===== config.mk =====
export PLATFORM = sky130hd
export DESIGN_NAME = riot_bus_arbiter
export DESIGN_NICKNAME = d
export VERILOG_FILES = /design/src/rtl/riot_bus_arbiter.sv
export SDC_FILE = /design/constraint.sdc
export NUM_CORES = 1
export LEC_CHECK = 0
export CAP_MARGIN = 20
export CORE_MARGIN = 10
export CORE_UTILIZATION = 45
export CTS_BUF_LIST = sky130_fd_sc_hd__clkbuf_4 sky130_fd_sc_hd__clkbuf_8
export DETAILED_ROUTE_END_ITERATION = 8
export GPL_ROUTABILITY_DRIVEN = 0
export GPL_TIMING_DRIVEN = 0
export PLACE_DENSITY_LB_ADDON = 0.12
export SETUP_SLACK_MARGIN = 0.15
export SYNTH_ARGS = -nofsm -noshare
export SYNTH_HDL_FRONTEND = slang
export SYNTH_SLANG_ARGS = --single-unit

===== constraint.sdc =====
create_clock -name clk -period 2.4 [get_ports clk]
set_input_delay 0.24 -clock clk [delete_from_list [all_inputs] [get_ports clk]]
set_output_delay 0.24 -clock clk [all_outputs]
set_load 0.01 [all_outputs]

===== src/rtl/riot_bus_arbiter.sv =====
// riot_bus_arbiter
// Round-robin arbiter and bus sequencer between two on-chip requesters and the
// single RIOT (6532) register bus. One access at a time: a registered bus cycle
// with CS_n low, an optional read-latency wait, then a one-cycle ack.
//
// Ports:
//   clk, reset_n              clock shared with the RIOT, synchronous active-low reset
//   req*/we*/addr*/wdata*     requester side, held stable until ack
//   ack*/rdata*               one-cycle completion pulse and held read data
//   busy                      high while an access is in flight (BUS..DONE)
//   riot_a/riot_rs_n/riot_cs_n/riot_r_w_n/riot_din   registered RIOT bus drive
//   riot_dout                 RIOT read data, sampled on the last WAIT edge
module riot_bus_arbiter #(
    parameter int READ_LAT = 1
) (
    input  logic       clk,
    input  logic       reset_n,
    input  logic       req0,
    input  logic       req1,
    input  logic       we0,
    input  logic       we1,
    input  logic [7:0] addr0,
    input  logic [7:0] addr1,
    input  logic [7:0] wdata0,
    input  logic [7:0] wdata1,
    output logic       ack0,
    output logic       ack1,
    output logic [7:0] rdata0,
    output logic [7:0] rdata1,
    output logic       busy,
    output logic [6:0] riot_a,
    output logic       riot_rs_n,
    output logic       riot_cs_n,
    output logic       riot_r_w_n,
    output logic [7:0] riot_din,
    input  logic [7:0] riot_dout
);

    typedef enum logic [1:0] {
        ST_IDLE = 2'd0,
        ST_BUS  = 2'd1,
        ST_WAIT = 2'd2,
        ST_DONE = 2'd3
    } state_t;

    // Index of the final WAIT cycle; the counter runs 0..READ_LAT-1.
    localparam logic [1:0] WAIT_LAST = 2'(READ_LAT - 1);

    state_t     state_q, state_d;
    logic       gnt_q, gnt_d;
    logic       last_grant_q, last_grant_d;
    logic       we_q, we_d;
    logic [1:0] wait_cnt_q, wait_cnt_d;
    logic [6:0] riot_a_q, riot_a_d;
    logic       riot_rs_n_q, riot_rs_n_d;
    logic       riot_cs_n_q, riot_cs_n_d;
    logic       riot_r_w_n_q, riot_r_w_n_d;
    logic [7:0] riot_din_q, riot_din_d;
    logic       ack0_q, ack0_d;
    logic       ack1_q, ack1_d;
    logic [7:0] rdata0_q, rdata0_d;
    logic [7:0] rdata1_q, rdata1_d;
    logic       busy_q, busy_d;

    // Selected requester fields for the grant decision in IDLE.
    logic       pick_s;
    logic       sel_we_s;
    logic [7:0] sel_addr_s;
    logic [7:0] sel_wdata_s;

    // Grant selection: a lone request wins, a tie goes to the port not granted last.
    always_comb begin
        pick_s = 1'b0;
        if (req0 && req1) begin
            pick_s = ~last_grant_q;
        end else begin
            pick_s = req1;
        end
        sel_we_s    = pick_s ? we1    : we0;
        sel_addr_s  = pick_s ? addr1  : addr0;
        sel_wdata_s = pick_s ? wdata1 : wdata0;
    end

    // Next-state and next-output logic; outputs are computed one cycle ahead
    // so that every bus signal and ack comes straight from a flop.
    always_comb begin
        state_d      = state_q;
        gnt_d        = gnt_q;
        last_grant_d = last_grant_q;
        we_d         = we_q;
        wait_cnt_d   = wait_cnt_q;
        riot_a_d     = riot_a_q;
        riot_rs_n_d  = riot_rs_n_q;
        riot_din_d   = riot_din_q;
        riot_cs_n_d  = 1'b1;
        riot_r_w_n_d = 1'b1;
        ack0_d       = 1'b0;
        ack1_d       = 1'b0;
        rdata0_d     = rdata0_q;
        rdata1_d     = rdata1_q;

        case (state_q)
            ST_IDLE: begin
                if (req0 || req1) begin
                    gnt_d        = pick_s;
                    we_d         = sel_we_s;
                    riot_cs_n_d  = 1'b0;
                    riot_r_w_n_d = ~sel_we_s;
                    riot_rs_n_d  = sel_addr_s[7];
                    riot_a_d     = sel_addr_s[6:0];
                    riot_din_d   = sel_wdata_s;
                    state_d      = ST_BUS;
                end else begin
                    state_d = ST_IDLE;
                end
            end
            ST_BUS: begin
                if (we_q) begin
                    // Write completes without waiting: ack is presented in DONE.
                    ack0_d  = ~gnt_q;
                    ack1_d  = gnt_q;
                    state_d = ST_DONE;
                end else begin
                    wait_cnt_d = 2'd0;
                    state_d    = ST_WAIT;
                end
            end
            ST_WAIT: begin
                if (wait_cnt_q == WAIT_LAST) begin
                    if (gnt_q) begin
                        rdata1_d = riot_dout;
                    end else begin
                        rdata0_d = riot_dout;
                    end
                    ack0_d     = ~gnt_q;
                    ack1_d     = gnt_q;
                    wait_cnt_d = 2'd0;
                    state_d    = ST_DONE;
                end else begin
                    wait_cnt_d = wait_cnt_q + 2'd1;
                end
            end
            ST_DONE: begin
                last_grant_d = gnt_q;
                state_d      = ST_IDLE;
            end
            default: begin
                state_d = ST_IDLE;
            end
        endcase

        busy_d = (state_d != ST_IDLE);
    end

    // State and output registers with synchronous active-low reset.
    always_ff @(posedge clk) begin
        if (!reset_n) begin
            state_q      <= ST_IDLE;
            gnt_q        <= 1'b0;
            last_grant_q <= 1'b1;
            we_q         <= 1'b0;
            wait_cnt_q   <= 2'd0;
            riot_a_q     <= 7'd0;
            riot_rs_n_q  <= 1'b0;
            riot_cs_n_q  <= 1'b1;
            riot_r_w_n_q <= 1'b1;
            riot_din_q   <= 8'd0;
            ack0_q       <= 1'b0;
            ack1_q       <= 1'b0;
            rdata0_q     <= 8'd0;
            rdata1_q     <= 8'd0;
            busy_q       <= 1'b0;
        end else begin
            state_q      <= state_d;
            gnt_q        <= gnt_d;
            last_grant_q <= last_grant_d;
            we_q         <= we_d;
            wait_cnt_q   <= wait_cnt_d;
            riot_a_q     <= riot_a_d;
            riot_rs_n_q  <= riot_rs_n_d;
            riot_cs_n_q  <= riot_cs_n_d;
            riot_r_w_n_q <= riot_r_w_n_d;
            riot_din_q   <= riot_din_d;
            ack0_q       <= ack0_d;
            ack1_q       <= ack1_d;
            rdata0_q     <= rdata0_d;
            rdata1_q     <= rdata1_d;
            busy_q       <= busy_d;
        end
    end

    assign ack0       = ack0_q;
    assign ack1       = ack1_q;
    assign rdata0     = rdata0_q;
    assign rdata1     = rdata1_q;
    assign busy       = busy_q;
    assign riot_a     = riot_a_q;
    assign riot_rs_n  = riot_rs_n_q;
    assign riot_cs_n  = riot_cs_n_q;
    assign riot_r_w_n = riot_r_w_n_q;
    assign riot_din   = riot_din_q;

endmodule


Word-level counts from Yosys, hierarchy flattened --
Index checks and enable logic that the tools add are counted.
Cells by class: add/subtract/negate cells 1, equal/unequal tests 4, muxes and demuxes 18, bitwise gates (word level) 3, reductions and logical operators 12
Operators by type and width (count):
- 8-bit two-way mux | 2
- 1-bit two-way mux | 9
- 3-bit AND reduction | 3
- 2-bit one-hot mux with 4 select lines | 1
- 2-bit two-way mux | 3
- 2-bit AND reduction | 3
- 2-bit equality test, second input constant | 2
- 2-bit logical NOT | 2
- 1-bit one-hot mux with 2 select lines | 2
- 2-bit one-hot mux with 2 select lines | 1
- 2-bit nonzero test | 2
- 1-bit inverter | 3
- 2-bit by 1-bit adder with 2-bit output, second input constant | 1
- 2-bit by 1-bit equality test with 1-bit output, second input constant | 1
- 2-bit != test, second input constant | 1
- 1-bit logical AND | 1
- 1-bit logical OR | 1
Storage, ports and cells: register bits 44, input bits 46, output and inout bits 37

Logic depth before layout (Yosys ltp) --
Gate-level depths: netlist (run 1).
depth in word-level cells 4, gate-level depth with buffers 7, gate-level depth less buffers 5

Least setup slack after synthesis (run 1) --
No wires, ideal clock.
path type register to register, start point reg state_q[0], end point reg riot_a_q[1], in the netlist riot_a[1], data arrival time 1.496 ns, required time 2.278 ns, setup slack 0.782 ns, stages on the path, launching flop included 8, period minus slack after synthesis 1.618 ns, cell sequence dfxtp_1 inv_1 ha_1 and2_4 and3_4 buf_6 buf_8 a221o_1
On the way: cells in the longest elaborated chain, start to end 2
RTL lines:
- start, declared | RTL line 49 | state_t state_q, state_d;
- start signal, assigned | RTL line 174 | state_q <= state_d;
- 2-bit logical NOT | RTL line 102 | case (state_q)
- 2-bit AND reduction (no source line)
- end signal, assigned | RTL line 179 | riot_a_q <= riot_a_d;
- end, declared | RTL line 54 | logic [6:0] riot_a_q, riot_a_d;
No other way between the ends. A chain may end at the register's enable or synchronous reset.

Worst setup path in the final report (run 1) --
Same ends and word-level chain as after synthesis.

==> results of run 1 <==
## sequential cells by signal, summed over array words and instances (netlist names), 2 cells and up
name and cells:
state_q 2, rdata0 8, riot_din 8, riot_a 7, wait_cnt_q 2, rdata1 8
## stage by stage
stage	hold WS (ns)	std cells	setup slack [ns]	util (%)
4_1_cts	0.4953	303	0.6492	74.23
3_3_place_gp	0.4734	295	0.5464	70.86
6_report	0.4917	303	0.6528	74.23
2_1_floorplan	0.3778	165	0.7818	-
3_5_place_dp	0.4846	295	0.5697	70.86
5_1_grt	0.5216	303	0.5800	74.23
## final timing paths
kind	end	slack, ns	cells past startpoint
max reg2reg	riot_a[1]	0.65	7
min	wait_cnt_q[0]	0.49	2
max	riot_a[1]	0.65	7
min reg2reg	wait_cnt_q[0]	0.49	2
## metal layers
layer / track usage, % / up-vias / share of wire, %
met1: 16.10 / 689 / 40
met4: 4.682 / 0 / 1.1
li1: - / 769 / -
met2: 24.46 / 40 / 50
met5: 0 / - / 0
met3: 7.991 / 7 / 8.5
## cells by family after synthesis
kind of cell / synth area share, %
flip-flops: 49.72
adder cells (fa/ha/maj): 4.943
multiplexers: 10.73
buffers and inverters: 5.508
AND/OR/NAND/NOR: 15.68
AO/OA/AOI/OAI: 13.42
## where the power goes
group | internal, mW | leakage [nW] | total [mW] | switching (mW)
Combinational | 0.467 | 0.805 | 0.839 | 0.373
Clock | 0.367 | 0.0645 | 0.615 | 0.248
Sequential | 0.870 | 0.360 | 0.942 | 0.0723
## cell type report
type / count / area share [%]
Buffer: 10 / 2.701
Clock buffer: 7 / 3.467
Clock inverter: 1 / 1.081
Inverter: 6 / 0.8104
Multi-Input combinational cell: 105 / 28.55
Sequential cell: 44 / 31.70
Tap cell: 48 / 2.161
Timing Repair Buffer: 82 / 29.54
## critical path, delay by kind of cell, from the launching register on
family | cells | cell delay [ns]
compound gates | 1 | 0.34
buf+inv | 3 | 0.36
fa+ha+maj | 1 | 0.24
simple gates | 2 | 0.31
flops | 1 | 0.38
## layout by cell type (no fill, tap or decap), types with 2 or more instances in the layout
cell             netlist  routed
a21oi_1                3       3
a221o_1               16      16
and2_4                 2       2
and3_1                16      16
buf_2                  3       3
buf_6                  3       3
clkbuf_1               3       3
clkbuf_8               0       7
clkdlybuf4s50_1        0      82
dfxtp_1               44      44
ha_1                   7       7
inv_1                  5       5
mux2i_1               19      19
nand2_1                3       3
nand3_1                3       3
nor2_1                18      18
o21ai_1                4       4
or2_1                  2       2
==> results.cfg, run 1 <==
[critical_path]
end_kind = flop
cpPeakStageDelay_ns = 0.38
path_class = reg -> reg
cp-startpoint = state_q[0]
critPathRequiredTime_ns = 2.59
critPathArrivalTime_ns = 1.93
critPathSlowestCell = dfxtp_1
cp-start-kind = flop
cp_max_fo = 10
path_cells = inv_1 > ha_1 > and2_4 > and3_4 > buf_6 > buf_8 > a221o_1
reg2reg_from = state_q[0]

[synthesis]
synth_edf_count = 0
netlist_top_cells_area = dfxtp_1, mux2i_1, a221o_1, and3_1, ha_1
avgSynthCellArea_um2 = 10.74
synth.most_common_cell = dfxtp_1
yosysWarnings = 0
ys_ff_latch = 44
syn_area_um2 = 1772
synth_ff_type = dfxtp_1
ys_seq_area_share_pct = 49.72
syn-instance-count = 165
synth_commonest_cells = dfxtp_1, mux2i_1, nor2_1
synth_top_area_cell = dfxtp_1
synth_top_cell_area_share_pct = 49.72
yosys.cell_types.count = 30
async_flop_share_pct = 0
synth.net_count = 218

[timing]
hold_violations = 0
fmax_ghz = 0.5723
setup_viol = 0
setup-tns-final_ns = 0
finalCriticalPeriod_ns = 1.747
worst_pin_slew_ns = 0.4509
slew_viol_final = 0
fin_crit_sh_pct = 72.80
slew_headroom_pct = 69.94
grt_setup_unrepaired = false
skew_ns = 0.01034

[placement]
place_hpwl_um = 3860
portBuffers = 82
dpl_cell_area_um2 = 2653

[route]
drtIter0Drc = 47
detail_route.first_pass.iterations = 4
drc = 0
vias_per_cell = 4.967
num_vias = 1505
wl_per_cell_um = 16.30
routed_wl_um = 4940
ant_nets = 0

[power]
peakVddDrop_uv = 560.7
finalPower_mw = 2.397
power_density_nw_per_um2 = 862.4
p_leak_nw = 1.230

[clocking]
cts_tree = yes
hold_buffers = 0
cts-root-buf = clkbuf_8
cts_resized = 0
post_cts_buffers = 0
cts.sinks = 44
clkTransAtPathRegs_ns = 0.08
numCtsBuffers = 5
htreeDepth = 2
clock_latency_ns = 0.30
clockBufferDepth = 2

[grt]
antenna_found_initial = 0
grt_pass1_wl_um = 7714
grt_usage_pct = 14.87
grt_max_degree = 14
first_global_vias = 1549
grt_overflow = 0

[floorplanning]
rows = 22
start_util_pct = 47.33
core_area_um2 = 3744
dieHeight_um = 82.75
ioPinCount = 83
die_area_um2 = 6847
die_x_um = 82.75

[final_layout]
fillers = 296
drive_gt1_share_pct = 8.627
diodes = 0
final_cell_area_um2 = 2779
multi_input_area_um2 = 793.3
seqCellArea_um2 = 880.8
fin_nets = 307
syn2layout_area_growth_pct = 56.85

[hold_path]
hold_class = reg -> reg
min-delay-start = wait_cnt_q[0]

[outcome]
outcome = complete, no violations

[flow_run]
maxCapViolCount = 0
No activity file was read; power rests on OpenSTA's default activity.
==> inputs of run 2 (changes only) <==
--- a/config.mk
+++ b/config.mk
@@ -7,7 +7,7 @@
 export LEC_CHECK = 0
 export CAP_MARGIN = 20
 export CORE_MARGIN = 10
-export CORE_UTILIZATION = 45
+export CORE_UTILIZATION = 38
 export CTS_BUF_LIST = sky130_fd_sc_hd__clkbuf_4 sky130_fd_sc_hd__clkbuf_8
 export DETAILED_ROUTE_END_ITERATION = 8
 export GPL_ROUTABILITY_DRIVEN = 0
==> constraint.sdc (replaced) <==
create_clock -name clk -period 1.5 [get_ports clk]
set_input_delay 0.15 -clock clk [delete_from_list [all_inputs] [get_ports clk]]
set_output_delay 0.15 -clock clk [all_outputs]
set_load 0.01 [all_outputs]
==> run 2 against run 1 <==
Net effect:
- the run now ends with negative setup slack left
- final cell count is 4.3% higher
- setup slack worse by 0.70 ns
- clock-buffer cell count is 2 lower
- critical endpoint is now riot_din[0]
==> results.cfg, run 2 (synthesis results as in run 1) <==
[critical_path]
critPathSlowestCell = dfxtp_2
cp-start-kind = flop
path_class = reg -> reg
rrSetupSlack_ns = -0.04
cp_max_fo = 7
end_kind = flop
crit_buf_inv = 3
path_cells = inv_2 > ha_4 > and2_4 > and3_4 > buf_6 > clkbuf_16 > a221o_1
critPathRequiredTime_ns = 1.68
critPathArrivalTime_ns = 1.72
cp_top_family = flip-flops
cpPeakStageDelay_ns = 0.34

[clocking]
cts.sinks = 44
htreeDepth = 2
numCtsBuffers = 5
hold_buffers = 0
cts-root-buf = clkbuf_8
clock_latency_ns = 0.29
cts_tree = yes
clockBufferDepth = 2
clkTransAtPathRegs_ns = 0.08

[timing]
worst_pin_slew_ns = 0.4610
layout_setup_ws_ns = -0.04307
fin_crit_sh_pct = 102.9
fmax_ghz = 0.6481
grt_setup_unrepaired = true
hold_violations = 0
setup_viol = 13
skew_ns = 0.006158
slew_viol_final = 0
slew_headroom_pct = 69.27
finalCriticalPeriod_ns = 1.543

[route]
vias_per_cell = 4.978
drc = 0
drtIter0Drc = 77
detail_route.first_pass.iterations = 4
ant_nets = 0
num_vias = 1573
wl_per_cell_um = 16.85
routed_wl_um = 5325

[grt]
grtUsageMet1_pct = 17.23
met3_usage_pct = 6.158
grtUsageMet2_pct = 20.76
grt_busiest_layer = met2
antenna_found_initial = 0
grt_max_degree = 15
grt_pass1_wl_um = 8493
first_global_vias = 1621
grt_overflow = 0
grt_usage_pct = 13.69

[flow_run]
maxCapViolCount = 0

[floorplanning]
rows = 24
die_area_um2 = 7793
die_x_um = 88.28
ioPinCount = 83
dieHeight_um = 88.28
core_area_um2 = 4444
start_util_pct = 39.86

[final_layout]
diodes = 0
layout_common_cells = clkdlybuf4s50_1, dfxtp_1, dlymetal6s2s_1
drive_gt1_share_pct = 17.42
fillers = 379
syn2layout_area_growth_pct = 68.57
fin_cells = 316
fin_nets = 316
final_common_cell = clkdlybuf4s50_1
final_cell_area_um2 = 2987

[power]
peakVddDrop_uv = 769.1
p_leak_nw = 1.702
power_density_nw_per_um2 = 1293

[outcome]
violations = negative setup slack
outcome = finished, violations left

[placement]
place_hpwl_um = 3855
portBuffers = 82
dpl_cell_area_um2 = 2675
numPlacedInstances = 299

[hold_path]
hold_class = in -> reg
## run 2: changes by cell type in the layout (fill, tap and decap cells not counted), sizes merged
| cell | before | now |
|---|---|---|
| clkbuf | 10 | 8 |
| bufinv | 1 | 0 |
| dlymetal6s2s | 0 | 24 |
| clkinv | 0 | 3 |
| buf | 7 | 16 |
| dlygate4sd2 | 0 | 4 |
| clkdlybuf4s50 | 82 | 54 |
## run 2: repair_timing
item	in CTS	in global routing
pin swaps	5	10
endpoints found under the setup margin	38	63
setup buffers	7	1
resized for setup	14	36
cloned	0	1
## run 2: path summary, 6_finish.rpt
check                  end  depth (start not counted)     startpoint
min              riot_a[2]                          2       addr1[2]
max            riot_din[0]                          7     state_q[1]
min reg2reg  wait_cnt_q[0]                          2  wait_cnt_q[0]
max reg2reg    riot_din[0]                          7     state_q[1]
## run 2: metal layers
metal  vias up  wire length [µm]
met5         -                 0
met4         0                53
met3         4               496
met2        46              2441
met1       734              2333
li1        789                 -
## run 2: worst register-to-register path, stage by stage, from the launching register on
cell and delay [ns]:
dfxtp_2 0.34, inv_2 0.06, ha_4 0.16, and2_4 0.13
and3_4 0.16, buf_6 0.13, clkbuf_16 0.15, a221o_1 0.31
## run 2: area by class of cell
class,count,area [µm²],share of cell area [%]
clock buffer,5,68.82,2.304
tap,52,65.06,2.178
multi-input combinational,105,862.1,28.86
timing repair buffer,91,964.7,32.30
clock inverter,3,18.77,0.6284
buffer,10,96.34,3.226
inverter,6,25.02,0.8379
sequential,44,885.9,29.66
## run 2: where the power goes
part / total, mW / switching, mW / internal, mW
sequential: 1.52 / 0.115 / 1.40
clock: 0.717 / 0.392 / 0.325
combinational: 1.63 / 0.713 / 0.916
## run 2: per-stage QoR
stage | utilization, % | total power [mW] | hold WS (ns) | setup slack (ns) | setup TNS, ns
2_1_floorplan | - | 2.267 | 0.2878 | 0.02030 | 0
3_3_place_gp | 60.19 | 2.916 | 0.4670 | -0.2723 | -3.739
3_5_place_dp | 60.19 | 2.922 | 0.4735 | -0.2622 | -3.871
4_1_cts | 64.13 | 3.798 | 0.4559 | -0.03324 | -0.1702
5_1_grt | 67.20 | 4.115 | 0.4690 | -0.08408 | -1.124
6_report | 67.20 | 3.861 | 0.4660 | -0.04307 | -0.3491
==> inputs of run 3 (changes only) <==
--- a/config.mk
+++ b/config.mk
@@ -6,13 +6,12 @@
 export NUM_CORES = 1
 export LEC_CHECK = 0
 export CAP_MARGIN = 20
-export CORE_MARGIN = 10
 export CORE_UTILIZATION = 38
 export CTS_BUF_LIST = sky130_fd_sc_hd__clkbuf_4 sky130_fd_sc_hd__clkbuf_8
 export DETAILED_ROUTE_END_ITERATION = 8
 export GPL_ROUTABILITY_DRIVEN = 0
 export GPL_TIMING_DRIVEN = 0
-export PLACE_DENSITY_LB_ADDON = 0.12
+export PLACE_DENSITY = 0.78
 export SETUP_SLACK_MARGIN = 0.15
 export SYNTH_ARGS = -nofsm -noshare
 export SYNTH_HDL_FRONTEND = slang
==> run 3 against run 2 <==
Net effect:
- the flow still finishes with violations (negative setup slack)
- die area fell by 37%
- register-to-register slack lost 0.03 ns
- via count is 4.3% higher
- setup slack lost 0.032 ns
- power rose by 11%
- hold slack worse by 0.0052 ns
- sequential cell count did not move
- utilization rose by 3.2 points
- sequential share of layout area shrank 1.2 points
- final cell count is 1.6% higher
- clock skew barely moved
- clock power grew 37%
- critical endpoint is now riot_din[7]
- highest routed layer unchanged
==> results.cfg, run 3 (synthesis results as in run 1) <==
[outcome]
outcome = finished, violations left
violations = negative setup slack

[floorplanning]
start_util_pct = 40.14
core_area_um2 = 4414
dieHeight_um = 70.28
ioPinCount = 83
rows = 24
die_x_um = 70.28
die_area_um2 = 4939

[grt]
grt_pass1_wl_um = 7521
grt_overflow = 0
first_global_vias = 1601
grt_usage_pct = 19.23
antenna_found_initial = 0
grt_max_degree = 14

[timing]
fin_crit_sh_pct = 105.0
slew_viol_final = 0
setup-tns-final_ns = -0.6889
finalCriticalPeriod_ns = 1.575
fmax_ghz = 0.6348
setup_viol = 18
slew_headroom_pct = 68.94
worst_pin_slew_ns = 0.4660
layout_setup_ws_ns = -0.07521
skew_ns = 0.006421
grt_setup_unrepaired = true
hold_violations = 0

[final_layout]
final_core_util_pct = 70.41
syn2layout_area_growth_pct = 75.42
final_cell_area_um2 = 3108
multi_input_area_um2 = 883.3
fin_nets = 321
drive_gt1_share_pct = 19.33
seqCellArea_um2 = 883.3
diodes = 0
layout_common_cells = clkdlybuf4s50_1, dfxtp_1, dlymetal6s2s_1
final_common_cell = clkdlybuf4s50_1
fillers = 323

[critical_path]
end_kind = flop
path_class = reg -> reg
cp-start-kind = flop
critPathArrivalTime_ns = 1.75
cp_max_fo = 7
critPathRequiredTime_ns = 1.67

[route]
num_vias = 1641
drtIter0Drc = 94
wl_per_cell_um = 15.40
ant_nets = 0
routed_wl_um = 4942
vias_per_cell = 5.112
drc = 0
detail_route.first_pass.iterations = 4

[clocking]
cts.sinks = 44
htreeDepth = 2
hold_buffers = 0
cts_tree = yes
numCtsBuffers = 5
clkTransAtPathRegs_ns = 0.08
cts-root-buf = clkbuf_8
clock_latency_ns = 0.29
clockBufferDepth = 2

[flow_run]
maxCapViolCount = 0

[power]
power_density_nw_per_um2 = 1377
peakVddDrop_uv = 896.5
finalPower_mw = 4.280
p_leak_nw = 1.689

[placement]
place_hpwl_um = 3289
portBuffers = 82
dpl_cell_area_um2 = 2675

[hold_path]
hold_class = in -> reg
## run 3: worst max-delay path, cell delays in order (launching register included)
cell       delay, ns
dfxtp_2         0.36
inv_2           0.06
ha_4            0.16
and2_4          0.14
and3_4          0.16
buf_6           0.13
clkbuf_16       0.15
a221o_1         0.31
## run 3: final cells by class
type                            instances  area share, %
Timing Repair Buffer                   96          33.29
Buffer                                 10          2.979
Tap cell                               52          2.093
Clock buffer                            7          3.100
Clock inverter                          1         0.9662
Sequential cell                        44          28.42
Inverter                                6         0.7246
Multi-Input combinational cell        105          28.42
## run 3: timing repair
item / in CTS / in global routing
setup endpoints to repair: 35 / 60
resized for setup: 15 / 34
pin swaps: 5 / 7
setup buffers: 11 / 1
gates cloned: 1 / 1
## run 3: metal layers
layer | global-route usage [%] | share of wire (%) | vias to the layer above
li1 | - | - | 802
met1 | 22.34 | 43 | 799
met2 | 34.50 | 53 | 34
met3 | 4.473 | 2.5 | 6
met4 | 6.000 | 1.4 | 0
met5 | 0 | 0 | -
## run 3: final timing paths
check	from	endpoint	slack, ns	cells after the start
setup / recovery	state_q[1]	riot_din[7]	-0.08	7
hold / removal	wdata1[5]	riot_din[5]	0.46	2
hold reg to reg	rdata0[6]	rdata0[6]	0.50	2
setup reg to reg	state_q[1]	riot_din[7]	-0.08	7
## run 3: stage by stage
stage               hold slack [ns]  instances  setup slack [ns]
floorplan                    0.2878        165           0.02030
global placement             0.4734        299           -0.2336
detailed placement           0.4719        299           -0.2448
CTS                          0.4495        319          -0.03740
global route                 0.4675        321           -0.1010
finish                       0.4608        321          -0.07521
## run 3: power breakdown
| group | total [mW] | switching [mW] | internal (mW) |
|---|---|---|---|
| logic | 1.78 | 0.746 | 1.03 |
| clock network | 0.985 | 0.397 | 0.588 |
| registers | 1.52 | 0.122 | 1.40 |
